--- src/rtl/multicycle_controller_pkg.sv ---
// Shared constants for the multi-cycle MIPS controller: opcode/funct values,
// FSM state encoding, ALU operation codes, mux encodings and the control bundle.
package multicycle_controller_pkg;

    // Opcodes
    localparam logic [5:0] OP_RTYPE = 6'h00;
    localparam logic [5:0] OP_J     = 6'h02;
    localparam logic [5:0] OP_JAL   = 6'h03;
    localparam logic [5:0] OP_BEQ   = 6'h04;
    localparam logic [5:0] OP_BNE   = 6'h05;
    localparam logic [5:0] OP_ADDI  = 6'h08;
    localparam logic [5:0] OP_ADDIU = 6'h09;
    localparam logic [5:0] OP_SLTI  = 6'h0A;
    localparam logic [5:0] OP_SLTIU = 6'h0B;
    localparam logic [5:0] OP_ANDI  = 6'h0C;
    localparam logic [5:0] OP_ORI   = 6'h0D;
    localparam logic [5:0] OP_XORI  = 6'h0E;
    localparam logic [5:0] OP_LUI   = 6'h0F;
    localparam logic [5:0] OP_LW    = 6'h23;
    localparam logic [5:0] OP_SW    = 6'h2B;

    // Funct codes (op = 0)
    localparam logic [5:0] FN_SLL     = 6'h00;
    localparam logic [5:0] FN_SRL     = 6'h02;
    localparam logic [5:0] FN_SRA     = 6'h03;
    localparam logic [5:0] FN_JR      = 6'h08;
    localparam logic [5:0] FN_SYSCALL = 6'h0C;
    localparam logic [5:0] FN_ADD     = 6'h20;
    localparam logic [5:0] FN_ADDU    = 6'h21;
    localparam logic [5:0] FN_SUB     = 6'h22;
    localparam logic [5:0] FN_SUBU    = 6'h23;
    localparam logic [5:0] FN_AND     = 6'h24;
    localparam logic [5:0] FN_OR      = 6'h25;
    localparam logic [5:0] FN_XOR     = 6'h26;
    localparam logic [5:0] FN_NOR     = 6'h27;
    localparam logic [5:0] FN_SLT     = 6'h2A;
    localparam logic [5:0] FN_SLTU    = 6'h2B;

    // FSM states
    localparam logic [3:0] S_FETCH    = 4'd0;
    localparam logic [3:0] S_DECODE   = 4'd1;
    localparam logic [3:0] S_EXEC_R   = 4'd2;
    localparam logic [3:0] S_EXEC_I   = 4'd3;
    localparam logic [3:0] S_WB_ALU   = 4'd4;
    localparam logic [3:0] S_MEM_ADDR = 4'd5;
    localparam logic [3:0] S_MEM_RD   = 4'd6;
    localparam logic [3:0] S_MEM_WR   = 4'd7;
    localparam logic [3:0] S_WB_LW    = 4'd8;
    localparam logic [3:0] S_BRANCH   = 4'd9;
    localparam logic [3:0] S_JUMP     = 4'd10;
    localparam logic [3:0] S_JR       = 4'd11;
    localparam logic [3:0] S_HALT     = 4'd12;

    // ALU operation codes
    localparam logic [3:0] ALU_ADD  = 4'h0;
    localparam logic [3:0] ALU_ADDU = 4'h1;
    localparam logic [3:0] ALU_SUB  = 4'h2;
    localparam logic [3:0] ALU_SUBU = 4'h3;
    localparam logic [3:0] ALU_AND  = 4'h4;
    localparam logic [3:0] ALU_OR   = 4'h5;
    localparam logic [3:0] ALU_XOR  = 4'h6;
    localparam logic [3:0] ALU_NOR  = 4'h7;
    localparam logic [3:0] ALU_SLT  = 4'h8;
    localparam logic [3:0] ALU_SLTU = 4'h9;
    localparam logic [3:0] ALU_SLL  = 4'hA;
    localparam logic [3:0] ALU_SRL  = 4'hB;
    localparam logic [3:0] ALU_SRA  = 4'hC;
    localparam logic [3:0] ALU_LUI  = 4'hD;

    // Datapath mux encodings
    localparam logic [1:0] PC_SRC_PLUS4  = 2'd0;
    localparam logic [1:0] PC_SRC_BRANCH = 2'd1;
    localparam logic [1:0] PC_SRC_JUMP   = 2'd2;
    localparam logic [1:0] PC_SRC_RS     = 2'd3;
    localparam logic [1:0] REG_DST_RT    = 2'd0;
    localparam logic [1:0] REG_DST_RD    = 2'd1;
    localparam logic [1:0] REG_DST_R31   = 2'd2;
    localparam logic [1:0] WB_SRC_ALU    = 2'd0;
    localparam logic [1:0] WB_SRC_MEM    = 2'd1;
    localparam logic [1:0] WB_SRC_PC4    = 2'd2;

    typedef enum logic [3:0] {
        CLS_R_ALU, CLS_I_ALU, CLS_LW, CLS_SW, CLS_BEQ, CLS_BNE,
        CLS_J, CLS_JAL, CLS_JR, CLS_SYSCALL, CLS_ILLEGAL
    } instr_class_e;

    // One cycle's worth of datapath control strobes
    typedef struct packed {
        logic       mem_req;
        logic       mem_we;
        logic       mem_addr_src;
        logic       ir_write;
        logic       pc_write;
        logic [1:0] pc_src;
        logic       reg_write;
        logic [1:0] reg_dst;
        logic [1:0] wb_src;
        logic       alu_src_b;
        logic       ext_sign;
        logic [3:0] alu_op;
        logic       illegal;
        logic       mem_err;
        logic       halted;
    } ctrl_t;

endpackage

--- src/rtl/multicycle_controller_instr_classifier.sv ---
// Combinational op/funct decoder: instruction class, ALU operation and
// immediate extension mode, so the FSM never looks at raw opcode values.
module instr_classifier
    import multicycle_controller_pkg::*;
(
    input  logic [5:0]   op,
    input  logic [5:0]   funct,
    output instr_class_e cls,
    output logic [3:0]   alu_op,
    output logic         ext_sign,
    output logic         illegal
);

    // Opcode/funct lookup; anything not listed stays CLS_ILLEGAL
    always_comb begin
        cls      = CLS_ILLEGAL;
        alu_op   = ALU_ADD;
        ext_sign = 1'b0;
        case (op)
            OP_RTYPE: begin
                cls = CLS_R_ALU;
                case (funct)
                    FN_ADD:     alu_op = ALU_ADD;
                    FN_ADDU:    alu_op = ALU_ADDU;
                    FN_SUB:     alu_op = ALU_SUB;
                    FN_SUBU:    alu_op = ALU_SUBU;
                    FN_AND:     alu_op = ALU_AND;
                    FN_OR:      alu_op = ALU_OR;
                    FN_XOR:     alu_op = ALU_XOR;
                    FN_NOR:     alu_op = ALU_NOR;
                    FN_SLT:     alu_op = ALU_SLT;
                    FN_SLTU:    alu_op = ALU_SLTU;
                    FN_SLL:     alu_op = ALU_SLL;
                    FN_SRL:     alu_op = ALU_SRL;
                    FN_SRA:     alu_op = ALU_SRA;
                    FN_JR:      cls = CLS_JR;
                    FN_SYSCALL: cls = CLS_SYSCALL;
                    default:    cls = CLS_ILLEGAL;
                endcase
            end
            OP_ADDI:  begin cls = CLS_I_ALU; alu_op = ALU_ADD;  ext_sign = 1'b1; end
            OP_ADDIU: begin cls = CLS_I_ALU; alu_op = ALU_ADDU; ext_sign = 1'b1; end
            OP_SLTI:  begin cls = CLS_I_ALU; alu_op = ALU_SLT;  ext_sign = 1'b1; end
            OP_SLTIU: begin cls = CLS_I_ALU; alu_op = ALU_SLTU; ext_sign = 1'b1; end
            OP_ANDI:  begin cls = CLS_I_ALU; alu_op = ALU_AND; end
            OP_ORI:   begin cls = CLS_I_ALU; alu_op = ALU_OR;  end
            OP_XORI:  begin cls = CLS_I_ALU; alu_op = ALU_XOR; end
            OP_LUI:   begin cls = CLS_I_ALU; alu_op = ALU_LUI; end
            OP_LW:    cls = CLS_LW;
            OP_SW:    cls = CLS_SW;
            OP_BEQ:   cls = CLS_BEQ;
            OP_BNE:   cls = CLS_BNE;
            OP_J:     cls = CLS_J;
            OP_JAL:   cls = CLS_JAL;
            default:  cls = CLS_ILLEGAL;
        endcase
    end

    assign illegal = (cls == CLS_ILLEGAL);

endmodule

--- src/rtl/multicycle_controller.sv ---
// Multi-cycle MIPS control FSM. State is registered; every strobe is a
// combinational function of the state, the current IR fields, zero and mem_ready.
module multicycle_controller
    import multicycle_controller_pkg::*;
#(
    parameter int MEM_TIMEOUT = 0
)
(
    input  logic       clk,
    input  logic       rst,
    input  logic [5:0] op,
    input  logic [5:0] funct,
    input  logic       zero,
    input  logic       mem_ready,
    output logic       mem_req,
    output logic       mem_we,
    output logic       mem_addr_src,
    output logic       ir_write,
    output logic       pc_write,
    output logic [1:0] pc_src,
    output logic       reg_write,
    output logic [1:0] reg_dst,
    output logic [1:0] wb_src,
    output logic       alu_src_b,
    output logic       ext_sign,
    output logic [3:0] alu_op,
    output logic       illegal,
    output logic       mem_err,
    output logic       halted
);

    logic [3:0]   state_q, state_d;
    ctrl_t        ctrl;
    instr_class_e cls;
    logic [3:0]   cls_alu_op;
    logic         cls_ext_sign;
    logic         cls_illegal;
    logic         timeout;

    instr_classifier u_classifier (
        .op       (op),
        .funct    (funct),
        .cls      (cls),
        .alu_op   (cls_alu_op),
        .ext_sign (cls_ext_sign),
        .illegal  (cls_illegal)
    );

    generate
        if (MEM_TIMEOUT > 0) begin : g_timeout
            localparam int CW = $clog2(MEM_TIMEOUT + 1);
            logic [CW-1:0] wait_cnt_q, wait_cnt_d;
            logic          in_mem_state;

            assign in_mem_state = (state_q == S_FETCH) || (state_q == S_MEM_RD) ||
                                  (state_q == S_MEM_WR);
            // The cycle after MEM_TIMEOUT unanswered requests is the error cycle
            assign timeout = in_mem_state && (wait_cnt_q == CW'(MEM_TIMEOUT));

            // Count consecutive wait cycles; any exit or re-entry starts from zero
            always_comb begin
                wait_cnt_d = '0;
                if (in_mem_state && !mem_ready && !timeout) begin
                    wait_cnt_d = wait_cnt_q + 1'b1;
                end
            end

            // Wait counter register
            always_ff @(posedge clk) begin
                if (rst) begin
                    wait_cnt_q <= '0;
                end else begin
                    wait_cnt_q <= wait_cnt_d;
                end
            end
        end else begin : g_no_timeout
            assign timeout = 1'b0;
        end
    endgenerate

    // Next-state and control strobe decode; reset forces everything quiet
    always_comb begin
        state_d = state_q;
        ctrl    = '0;
        case (state_q)
            S_FETCH: begin
                if (timeout) begin
                    ctrl.mem_err = 1'b1;          // retry the same PC next cycle
                end else begin
                    ctrl.mem_req = 1'b1;
                    if (mem_ready) begin
                        ctrl.ir_write = 1'b1;
                        ctrl.pc_write = 1'b1;
                        ctrl.pc_src   = PC_SRC_PLUS4;
                        state_d       = S_DECODE;
                    end
                end
            end
            S_DECODE: begin
                case (cls)
                    CLS_R_ALU:       state_d = S_EXEC_R;
                    CLS_I_ALU:       state_d = S_EXEC_I;
                    CLS_LW, CLS_SW:  state_d = S_MEM_ADDR;
                    CLS_BEQ, CLS_BNE: state_d = S_BRANCH;
                    CLS_J, CLS_JAL:  state_d = S_JUMP;
                    CLS_JR:          state_d = S_JR;
                    CLS_SYSCALL:     state_d = S_HALT;
                    default: begin
                        ctrl.illegal = cls_illegal;
                        state_d      = S_FETCH;
                    end
                endcase
            end
            S_EXEC_R: begin
                ctrl.alu_op = cls_alu_op;
                state_d     = S_WB_ALU;
            end
            S_EXEC_I: begin
                ctrl.alu_src_b = 1'b1;
                ctrl.ext_sign  = cls_ext_sign;
                ctrl.alu_op    = cls_alu_op;
                state_d        = S_WB_ALU;
            end
            S_WB_ALU: begin
                ctrl.reg_write = 1'b1;
                ctrl.wb_src    = WB_SRC_ALU;
                ctrl.reg_dst   = (cls == CLS_R_ALU) ? REG_DST_RD : REG_DST_RT;
                state_d        = S_FETCH;
            end
            S_MEM_ADDR: begin
                ctrl.alu_op    = ALU_ADD;
                ctrl.alu_src_b = 1'b1;
                ctrl.ext_sign  = 1'b1;
                state_d        = (cls == CLS_SW) ? S_MEM_WR : S_MEM_RD;
            end
            S_MEM_RD, S_MEM_WR: begin
                if (timeout) begin
                    ctrl.mem_err = 1'b1;
                    state_d      = S_FETCH;
                end else begin
                    ctrl.mem_req      = 1'b1;
                    ctrl.mem_addr_src = 1'b1;
                    ctrl.mem_we       = (state_q == S_MEM_WR);
                    if (mem_ready) begin
                        state_d = (state_q == S_MEM_WR) ? S_FETCH : S_WB_LW;
                    end
                end
            end
            S_WB_LW: begin
                ctrl.reg_write = 1'b1;
                ctrl.wb_src    = WB_SRC_MEM;
                ctrl.reg_dst   = REG_DST_RT;
                state_d        = S_FETCH;
            end
            S_BRANCH: begin
                ctrl.alu_op   = ALU_SUB;
                ctrl.pc_src   = PC_SRC_BRANCH;
                ctrl.pc_write = ((cls == CLS_BEQ) && zero) || ((cls == CLS_BNE) && !zero);
                state_d       = S_FETCH;
            end
            S_JUMP: begin
                ctrl.pc_write = 1'b1;
                ctrl.pc_src   = PC_SRC_JUMP;
                if (cls == CLS_JAL) begin
                    ctrl.reg_write = 1'b1;
                    ctrl.reg_dst   = REG_DST_R31;
                    ctrl.wb_src    = WB_SRC_PC4;
                end
                state_d = S_FETCH;
            end
            S_JR: begin
                ctrl.pc_write = 1'b1;
                ctrl.pc_src   = PC_SRC_RS;
                state_d       = S_FETCH;
            end
            S_HALT: begin
                ctrl.halted = 1'b1;
            end
            default: state_d = S_FETCH;
        endcase
        if (rst) begin
            ctrl    = '0;
            state_d = S_FETCH;
        end
    end

    // State register
    always_ff @(posedge clk) begin
        if (rst) begin
            state_q <= S_FETCH;
        end else begin
            state_q <= state_d;
        end
    end

    assign mem_req      = ctrl.mem_req;
    assign mem_we       = ctrl.mem_we;
    assign mem_addr_src = ctrl.mem_addr_src;
    assign ir_write     = ctrl.ir_write;
    assign pc_write     = ctrl.pc_write;
    assign pc_src       = ctrl.pc_src;
    assign reg_write    = ctrl.reg_write;
    assign reg_dst      = ctrl.reg_dst;
    assign wb_src       = ctrl.wb_src;
    assign alu_src_b    = ctrl.alu_src_b;
    assign ext_sign     = ctrl.ext_sign;
    assign alu_op       = ctrl.alu_op;
    assign illegal      = ctrl.illegal;
    assign mem_err      = ctrl.mem_err;
    assign halted       = ctrl.halted;

endmodule

--- config.mk ---
export PLATFORM = sky130hd
export DESIGN_NAME = multicycle_controller
export DESIGN_NICKNAME = d
export VERILOG_FILES = /design/src/rtl/multicycle_controller_pkg.sv /design/src/rtl/multicycle_controller_instr_classifier.sv /design/src/rtl/multicycle_controller.sv
export SDC_FILE = /design/constraint.sdc
export NUM_CORES = 1
export LEC_CHECK = 0
export ABC_AREA = 0
export BUFFER_PORTS_ARGS = -buffer_cell sky130_fd_sc_hd__clkbuf_2
export CORE_MARGIN = 2
export CORE_UTILIZATION = 35
export DETAILED_ROUTE_END_ITERATION = 8
export GPL_TIMING_DRIVEN = 0
export HOLD_SLACK_MARGIN = 0.08
export PLACE_DENSITY = 0.65
export SYNTH_ARGS = -nofsm -noshare
export SYNTH_HDL_FRONTEND = slang
export SYNTH_HIERARCHICAL = 1
export SYNTH_SLANG_ARGS = --single-unit
--- constraint.sdc ---
create_clock -name clk -period 2.58 [get_ports clk]
set_clock_uncertainty 0.05 [all_clocks]
set_input_delay 0.387 -clock clk [delete_from_list [all_inputs] [get_ports clk]]
set_output_delay 0.387 -clock clk [all_outputs]
set_load 0.01 [all_outputs]
==> metrics.cfg, run 1 <==
[routing]
antenna_left=0
drt_iter0_markers=70
drc=0
wl_per_cell_um=12.9
vias=1410
via_per_inst=5.49
drt-total-wl_um=3320
drt_pass1_iterations=4

[run]
drv_cap=0

[yosys]
synth_top_flop_cell=dfxtp_1
synth_area_um2=1100
syn-num-nets=184
postSynthAreaPerCell_um2=6.58
synth-seq-cells=4
ys_types=57
seq_area_frac_synth_pct=7.25
synth_edf_count=0
synth_warnings=6
yosysTopAreaCellShare_pct=7.70
async_flop_share_pct=0
netlist_top_cells_area=nor3_1 (7.7%), dfxtp_1 (7.2%), nor2_1 (7.1%)
yosysTopAreaCell=nor3_1
synthCells=168

[critical_path]
critPathBufInv=3
crit_top_cell=a21oi_2
crit_path_end_kind=output port
crit_slowest_cell=or4_4
critical-path-max-stage-delay_ps=570
worstPathCellList=buf_8 > or4_4 > nor2_4 > a32oi_2 > a21oi_2 > buf_4 > xor2_1 > a41o_1 > nand2_1 > a21oi_2 > buf_2
r2r_setup_slack_ps=1210
crit_fanout=5
worstPathRequired_ps=2140
startpoint_type=input port
crit_family=simple AND/OR/NAND/NOR gates
crit_arrival_ps=2260
path_class=in -> out

[die]
core-area_um2=3030
die_h_um=60.2
core.rowCount=20
fp.dieW_um=60.2
initial_core_util_pct=36.5
ios=37
die_area_um2=3620

[timing]
setup_tns_ps=-320
setup_ws_ps=-114
hold_violations=0
fmax_mhz=371
timing.hold.ws_ps=512
min_period_ps=2690
setup_viol=4
maxSlewViolCount=0
rsz0062_at_grt=yes
finalCritPeriodShare_pct=104

[clock_tree]
clk_pin_slew_ps=40
clk_latency_ps=230
cts_tree=yes
clockRootBuffer=clkbuf_4
postCtsHoldBufs=0
cts_buffer_depth=2
clock-sinks=4
cts_buffers=3
htree_levels=1

[final_layout]
regMostFlops=state_q
fin_util_pct=51.9
drive_above_1_share_pct=39.0
diodes=0
nNetsFinal=231
fillers=330
syn_to_final_growth_pct=42.2
top_regs=state_q (4)
largest_reg_flops=4
final_cells=257

[pwr]
p_sw_share_pct=48.2
leakage_uw=0.000655
ir_drop_v=0.000128
p_total_uw=617
power_frac_seq_pct=14.0
p_per_area_nw_per_um2=393
clockPowerShare_pct=12.3
p_sw_uw=298
p_int_uw=319
p_comb_share_pct=73.7

[global_routing]
grt_pass1_wl_um=5100
grt_overflow=0
grt_pass1_vias=1110
grt_max_degree=11
antenna_found_initial=0
grt_usage_pct=17.8

[placed_design]
port_buffers=33
hpwl_um=2350
gp_congestion=0.908
dpl.cell_count=245

[run_status]
violations=negative setup slack
status=complete, but fails checks

[min_path]
min_path_type=in -> reg

==> final cells by class <==
type | count | area (um^2) | share of cell area, %
Clock buffer | 3 | 22.5 | 1.43
Sequential cell | 4 | 80.1 | 5.10
Timing Repair Buffer | 42 | 255 | 16.2
Buffer | 16 | 138 | 8.76
Inverter | 6 | 22.5 | 1.43
Tap cell | 44 | 55.1 | 3.50
Multi-Input combinational cell | 142 | 998 | 63.5
==> per-stage QoR <==
| stage | area [um^2] | worst slack (ps) |
|---|---|---|
| finish | 1570 | -114 |
| global route | 1570 | -212 |
| CTS | 1440 | -100 |
| detailed placement | 1340 | -349 |
| global placement | 1340 | -339 |
| floorplan | 1120 | 33.3 |
==> synth_stat cells (all sizes together) (3+ instances only) <==
library cell	instances
o21ai	7
nand2b	9
nor2b	3
and2	6
o21a	3
xnor2	3
inv	6
nand3b	3
nor2	21
buf	13
clkbuf	3
nor4	3
dfxtp	4
nor3	17
a21oi	10
nand3	3
o31ai	3
nand2	9
==> per-layer routing <==
metal / routed length, um / up-vias / track usage, %
li1: - / 714 / -
met1: 1540 / 648 / 25.2
met2: 1610 / 48 / 29.8
met3: 173 / 0 / 2.16
met4: 0 / 0 / 1.27
met5: 0 / - / 0
==> path summary, 6_finish.rpt <==
| check | start | endpoint | depth (start not counted) |
|---|---|---|---|
| setup / recovery | op[0] | pc_write | 11 |
| hold / removal | mem_ready | state_q[2]$_SDFFE_PP0P_ | 3 |
| setup reg to reg | state_q[0]$_SDFFE_PP0P_ | state_q[2]$_SDFFE_PP0P_ | 5 |
| hold reg to reg | state_q[2]$_SDFFE_PP0P_ | state_q[2]$_SDFFE_PP0P_ | 2 |
==> power groups by stage <==
stage                     Clock [uW]  Sequential (uW)  Combinational [uW]
final                           76.0             86.2                 455
after global routing            82.0             88.4                 498
after CTS                       79.1             86.1                 411
after detailed placement           0             87.1                 400
after global placement             0             86.5                 403
after floorplan                    0             85.6                 299
==> timing repair <==
item | in CTS | in global routing
cloned | 0 | 0
resized for setup | 8 | 28
buffers inserted | 6 | 5
pin swaps | 8 | 14
setup endpoints to repair | 4 | 6
==> placed cells by master (no fill, tap or decap), drive strengths merged, types with 4 or more instances in the layout <==
| cell type | synthesis | layout |
|---|---|---|
| nand2 | 9 | 9 |
| o21ai | 7 | 7 |
| a21oi | 10 | 10 |
| inv | 6 | 6 |
| buf | 13 | 28 |
| nand2b | 9 | 9 |
| nor2 | 21 | 21 |
| nor3 | 17 | 17 |
| clkbuf | 3 | 33 |
| and2 | 6 | 6 |
| dfxtp | 4 | 4 |
==> cells by family (layout without fill, tap and decap cells) <==
group | Yosys count | in the layout | share of synthesized area [%]
compound gates | 47 | 47 | 29.9
xor+xnor | 5 | 5 | 3.96
fa+ha+maj | 1 | 1 | 0.906
buf+inv | 22 | 67 | 12.9
flops | 4 | 4 | 7.25
other cells | 1 | 1 | 0.339
simple gates | 88 | 88 | 44.7
==> worst reg2reg max path, cell delays in order, from the launching register on <==
cell and delay, ps:
dfxtp_1 290, buf_6 130, and3b_1 170, a221o_1 270, a222oi_1 230, a311oi_1 90
(Power assumes the default switching activity.)
==> run 2: changes to the inputs <==
- BUFFER_PORTS_ARGS: -buffer_cell sky130_fd_sc_hd__clkbuf_2 -> -buffer_cell sky130_fd_sc_hd__buf_2
- CAP_MARGIN: default -> 20
==> run 2 against run 1 <==
  * The run still ends with negative setup slack left
  * Utilization fell by 1.5 points
  * Non-clock buffer count fell by 2
  * Count of clock-buffer cells in the layout did not move
  * Clock power fell by 2.9%
  * Critical path depth fell by 1
  * Critical path type unchanged
  * Largest cell class unchanged
  * Largest power group unchanged
==> metrics.cfg, run 2 (synthesis results as in run 1) <==
[run_status]
status=complete, but fails checks
violations=negative setup slack

[critical_path]
startpoint=op[3]
cp-endpoint=wb_src[1]
crit_family=simple AND/OR/NAND/NOR gates
critical-path-max-stage-delay_ps=560
crit_slowest_cell=or4_4
r2r_start=state_q[0]$_SDFFE_PP0P_
crit_arrival_ps=2230
worstPathRequired_ps=2140
r2r_setup_slack_ps=1210
crit_cells=10
r2r_end=state_q[2]$_SDFFE_PP0P_
crit_top_cell=buf_6
worstPathCellList=buf_6 > or4_4 > nor2_4 > a32oi_2 > a21oi_2 > nand3b_1 > nor3b_2 > and2_4 > buf_6 > buf_6
crit_path_end_kind=output port
r2r_cells=5
path_class=in -> out
startpoint_type=input port
critPathBufInv=3
crit_fanout=3

[timing]
rsz0062_at_grt=yes
maxSlewViolCount=0
min_period_ps=2670
setup_viol=4
hold_violations=0
setup_ws_ps=-87.4
setup_tns_ps=-195
finalCritPeriodShare_pct=103
fmax_mhz=375

[global_routing]
grt_max_degree=11
grt_overflow=0
grt_usage_pct=19.0
grt_pass1_wl_um=5420
antenna_found_initial=0
grt_pass1_vias=1249

[pwr]
p_sw_share_pct=47.8
power_frac_seq_pct=14.2
ir_drop_v=0.000124
p_sw_uw=290
p_comb_share_pct=73.6
clockPowerShare_pct=12.2
p_int_uw=316
p_per_area_nw_per_um2=398
leakage_uw=0.000650

[placed_design]
gp_congestion=0.907
hpwl_um=2350
port_buffers=33
pre_cts_slack_ps=-318

[routing]
drt_pass1_iterations=4
drt_iter0_markers=56
antenna_left=0
drt-total-wl_um=3290
drc=0
via_per_inst=5.39
vias=1375
wl_per_cell_um=12.9

[die]
die_h_um=60.2
core-area_um2=3030
core.rowCount=20
die_area_um2=3620
fp.dieW_um=60.2
ios=37
initial_core_util_pct=36.5

[final_layout]
regMostFlops=state_q
largest_reg_flops=4
diodes=0
mostFrequentLayoutCell=buf_2
layout_common_cells=buf_2 (29), nor2_1 (19), nor3_1 (16)
top_regs=state_q (4)
syn_to_final_growth_pct=38.2
fin_util_pct=50.4
nNetsFinal=229
drive_above_1_share_pct=36.0

[clock_tree]
cts_tree=yes
htree_levels=1
cts_buffer_depth=2
cts_buffers=3
clock-sinks=4
clk_pin_slew_ps=30
clk_latency_ps=230
clockRootBuffer=clkbuf_4

[min_path]
holdPathStages=3
min_path_type=in -> reg
min_from=mem_ready

[run]
drv_cap=0

-- run 2: cell count changes in the layout (fill, tap and decap cells not counted), moves of 2 or more --
cell	previous run	this run
clkbuf_2	29	0
buf_2	5	29
buf_6	7	10
buf_4	14	12
clkbuf_4	3	5
-- run 2: per-layer routing --
| metal | vias up | global-route usage, % | wire (um) |
|---|---|---|---|
| li1 | 711 | - | - |
| met1 | 624 | 25.0 | 1610 |
| met2 | 40 | 32.0 | 1550 |
| met3 | 0 | 2.38 | 129 |
| met4 | 0 | 5.71 | 0 |
| met5 | - | 0 | 0 |
-- run 2: final cells by class --
type                    count  area [um^2]
fillers                   334         1500
multi-input cells         142          956
repair buffers             40          248
plain buffers              16          143
flip-flops and latches      4         80.1
well taps                  44         55.1
clock buffers               3         22.5
inverters                   6         22.5
-- run 2: tightest hold or removal path, cell delays in order --
cell and delay (ps):
buf_2 140, inv_2 90, a311oi_1 80
-- run 2: per-stage QoR --
step	cells	instance area [um^2]	hold slack (ps)	power, uW
final	255	1530	488	607
after floorplan	168	1120	502	385
after global placement	245	1340	634	488
after global routing	255	1530	501	662
after detailed placement	245	1340	632	485
after CTS	256	1480	474	580
-- run 2: what timing repair did --
item | 4_1_cts | 5_1_grt
endpoints found under the setup margin | 4 | 8
pin swaps | 11 | 14
setup buffers | 8 | 2
gates resized for setup | 14 | 13
hold buffers | 0 | 0
-- run 2: worst min path at each step --
stage               slack, ps                       to
global route              500  state_q[2]$_SDFFE_PP0P_
global placement          630  state_q[2]$_SDFFE_PP0P_
floorplan                 500  state_q[1]$_SDFFE_PP0P_
finish                    490  state_q[2]$_SDFFE_PP0P_
CTS                       470  state_q[2]$_SDFFE_PP0P_
detailed placement        630  state_q[2]$_SDFFE_PP0P_
-- run 2: power groups by stage --
| stage | Clock (uW) | Sequential, uW | Combinational (uW) |
|---|---|---|---|
| 5_1_grt | 78.5 | 88.1 | 495 |
| 3_5_place_dp | 0 | 87.1 | 398 |
| 6_report | 73.8 | 86.3 | 447 |
| 3_3_place_gp | 0 | 86.6 | 402 |
| 2_1_floorplan | 0 | 85.6 | 299 |
| 4_1_cts | 78.3 | 86.2 | 416 |
==> run 3: changes to the inputs <==
- SKIP_LAST_GASP: default -> 1
==> run 3 against run 2 <==
  * The flow still finishes with violations (negative setup slack)
  * Non-clock buffer count unchanged
  * Count of clock-buffer cells in the layout unchanged
  * Final area is the same
  * Global-route usage stayed put
  * Fmax is essentially flat
  * Critical path type unchanged
  * Critical endpoint unchanged
  * Largest power group unchanged
==> metrics.cfg, run 3 (synthesis results as in run 1) <==
[run_status]
status=complete, but fails checks
violations=negative setup slack

[critical_path]
crit_arrival_ps=2230
worstPathRequired_ps=2140
crit_path_end_kind=output port
path_class=in -> out
r2r_start=state_q[0]$_SDFFE_PP0P_
startpoint=op[3]
crit_fanout=3
r2r_setup_slack_ps=1210
startpoint_type=input port

[pwr]
clockPowerShare_pct=12.2
p_comb_share_pct=73.6
p_int_uw=316
p_sw_share_pct=47.8
p_per_area_nw_per_um2=397
leakage_uw=0.000650
power_frac_seq_pct=14.2
p_sw_uw=290
ir_drop_v=0.000124

[die]
core.rowCount=20
die_area_um2=3620
ios=37
fp.dieW_um=60.2
core-area_um2=3030
initial_core_util_pct=36.5
die_h_um=60.2

[placed_design]
port_buffers=33
pre_cts_slack_ps=-318
gp_congestion=0.907
hpwl_um=2350

[timing]
setup_tns_ps=-187
setup_ws_ps=-85.4
fmax_mhz=375
min_period_ps=2670
rsz0062_at_grt=yes
maxSlewViolCount=0
setup_viol=4
hold_violations=0
finalCritPeriodShare_pct=103

[final_layout]
largest_reg_flops=4
fin_util_pct=50.4
diodes=0
drive_above_1_share_pct=36.0
top_regs=state_q (4)
regMostFlops=state_q
layout_common_cells=buf_2 (29), nor2_1 (19), nor3_1 (16)
syn_to_final_growth_pct=38.2
nNetsFinal=229
mostFrequentLayoutCell=buf_2

[global_routing]
grt_pass1_vias=1249
grt_pass1_wl_um=5420
grt_overflow=0
grt_usage_pct=19.0
grt_max_degree=11
antenna_found_initial=0

[min_path]
min_path_type=in -> reg
min_from=mem_ready

[routing]
wl_per_cell_um=12.8
via_per_inst=5.40
drt_pass1_iterations=4
antenna_left=0
drt-total-wl_um=3270
drc=0
vias=1378
drt_iter0_markers=56

[clock_tree]
cts_buffer_depth=2
clock-sinks=4
clk_pin_slew_ps=30
clockRootBuffer=clkbuf_4
cts_buffers=3
cts_tree=yes
clk_latency_ps=230
postCtsHoldBufs=0
htree_levels=1

[run]
drv_cap=0

-- run 3: layout make-up --
cell class,instances,area [um^2]
multi-input combinational,142,956
fill,334,1500
sequential,4,80.1
buffer,16,143
clock buffer,3,22.5
tap,44,55.1
inverter,6,22.5
timing repair buffer,40,248
-- run 3: worst paths after layout --
path              cells after the start                 endpoint
setup / recovery                     10                wb_src[1]
hold reg to reg                       2  state_q[2]$_SDFFE_PP0P_
setup reg to reg                      5  state_q[2]$_SDFFE_PP0P_
hold / removal                        3  state_q[2]$_SDFFE_PP0P_
-- run 3: power by group through the flow --
stage,clock [uW],combinational [uW],sequential [uW]
floorplan,0,299,85.6
finish,73.8,447,86.3
global route,78.5,495,88.1
detailed placement,0,398,87.1
CTS,78.3,416,86.2
global placement,0,402,86.6
-- run 3: worst max-delay path, stage by stage --
cell,delay [ps]
buf_6,90
or4_4,560
nor2_4,110
a32oi_2,100
a21oi_2,230
nand3b_1,150
nor3b_2,240
and2_4,180
buf_6,90
buf_6,80
-- run 3: metrics by stage --
stage / area (um^2) / hold slack, ps / total power (uW) / instances
after CTS: 1480 / 474 / 580 / 256
after detailed placement: 1340 / 632 / 485 / 245
final: 1530 / 488 / 607 / 255
after global placement: 1340 / 634 / 488 / 245
after floorplan: 1120 / 502 / 385 / 168
after global routing: 1530 / 501 / 662 / 255
-- run 3: what timing repair did --
action,CTS,global route
buffers inserted,8,2
pin swaps,10,14
setup endpoints to repair,4,8
endpoints found under the hold margin,0,0
gates resized for setup,14,13
-- run 3: routing by layer --
layer	GRT usage, %	up-vias	routed length [um]
met5	0	-	0
met4	5.71	0	0
met3	2.38	0	129
met2	32.0	40	1550
met1	25.0	627	1590
li1	-	711	-
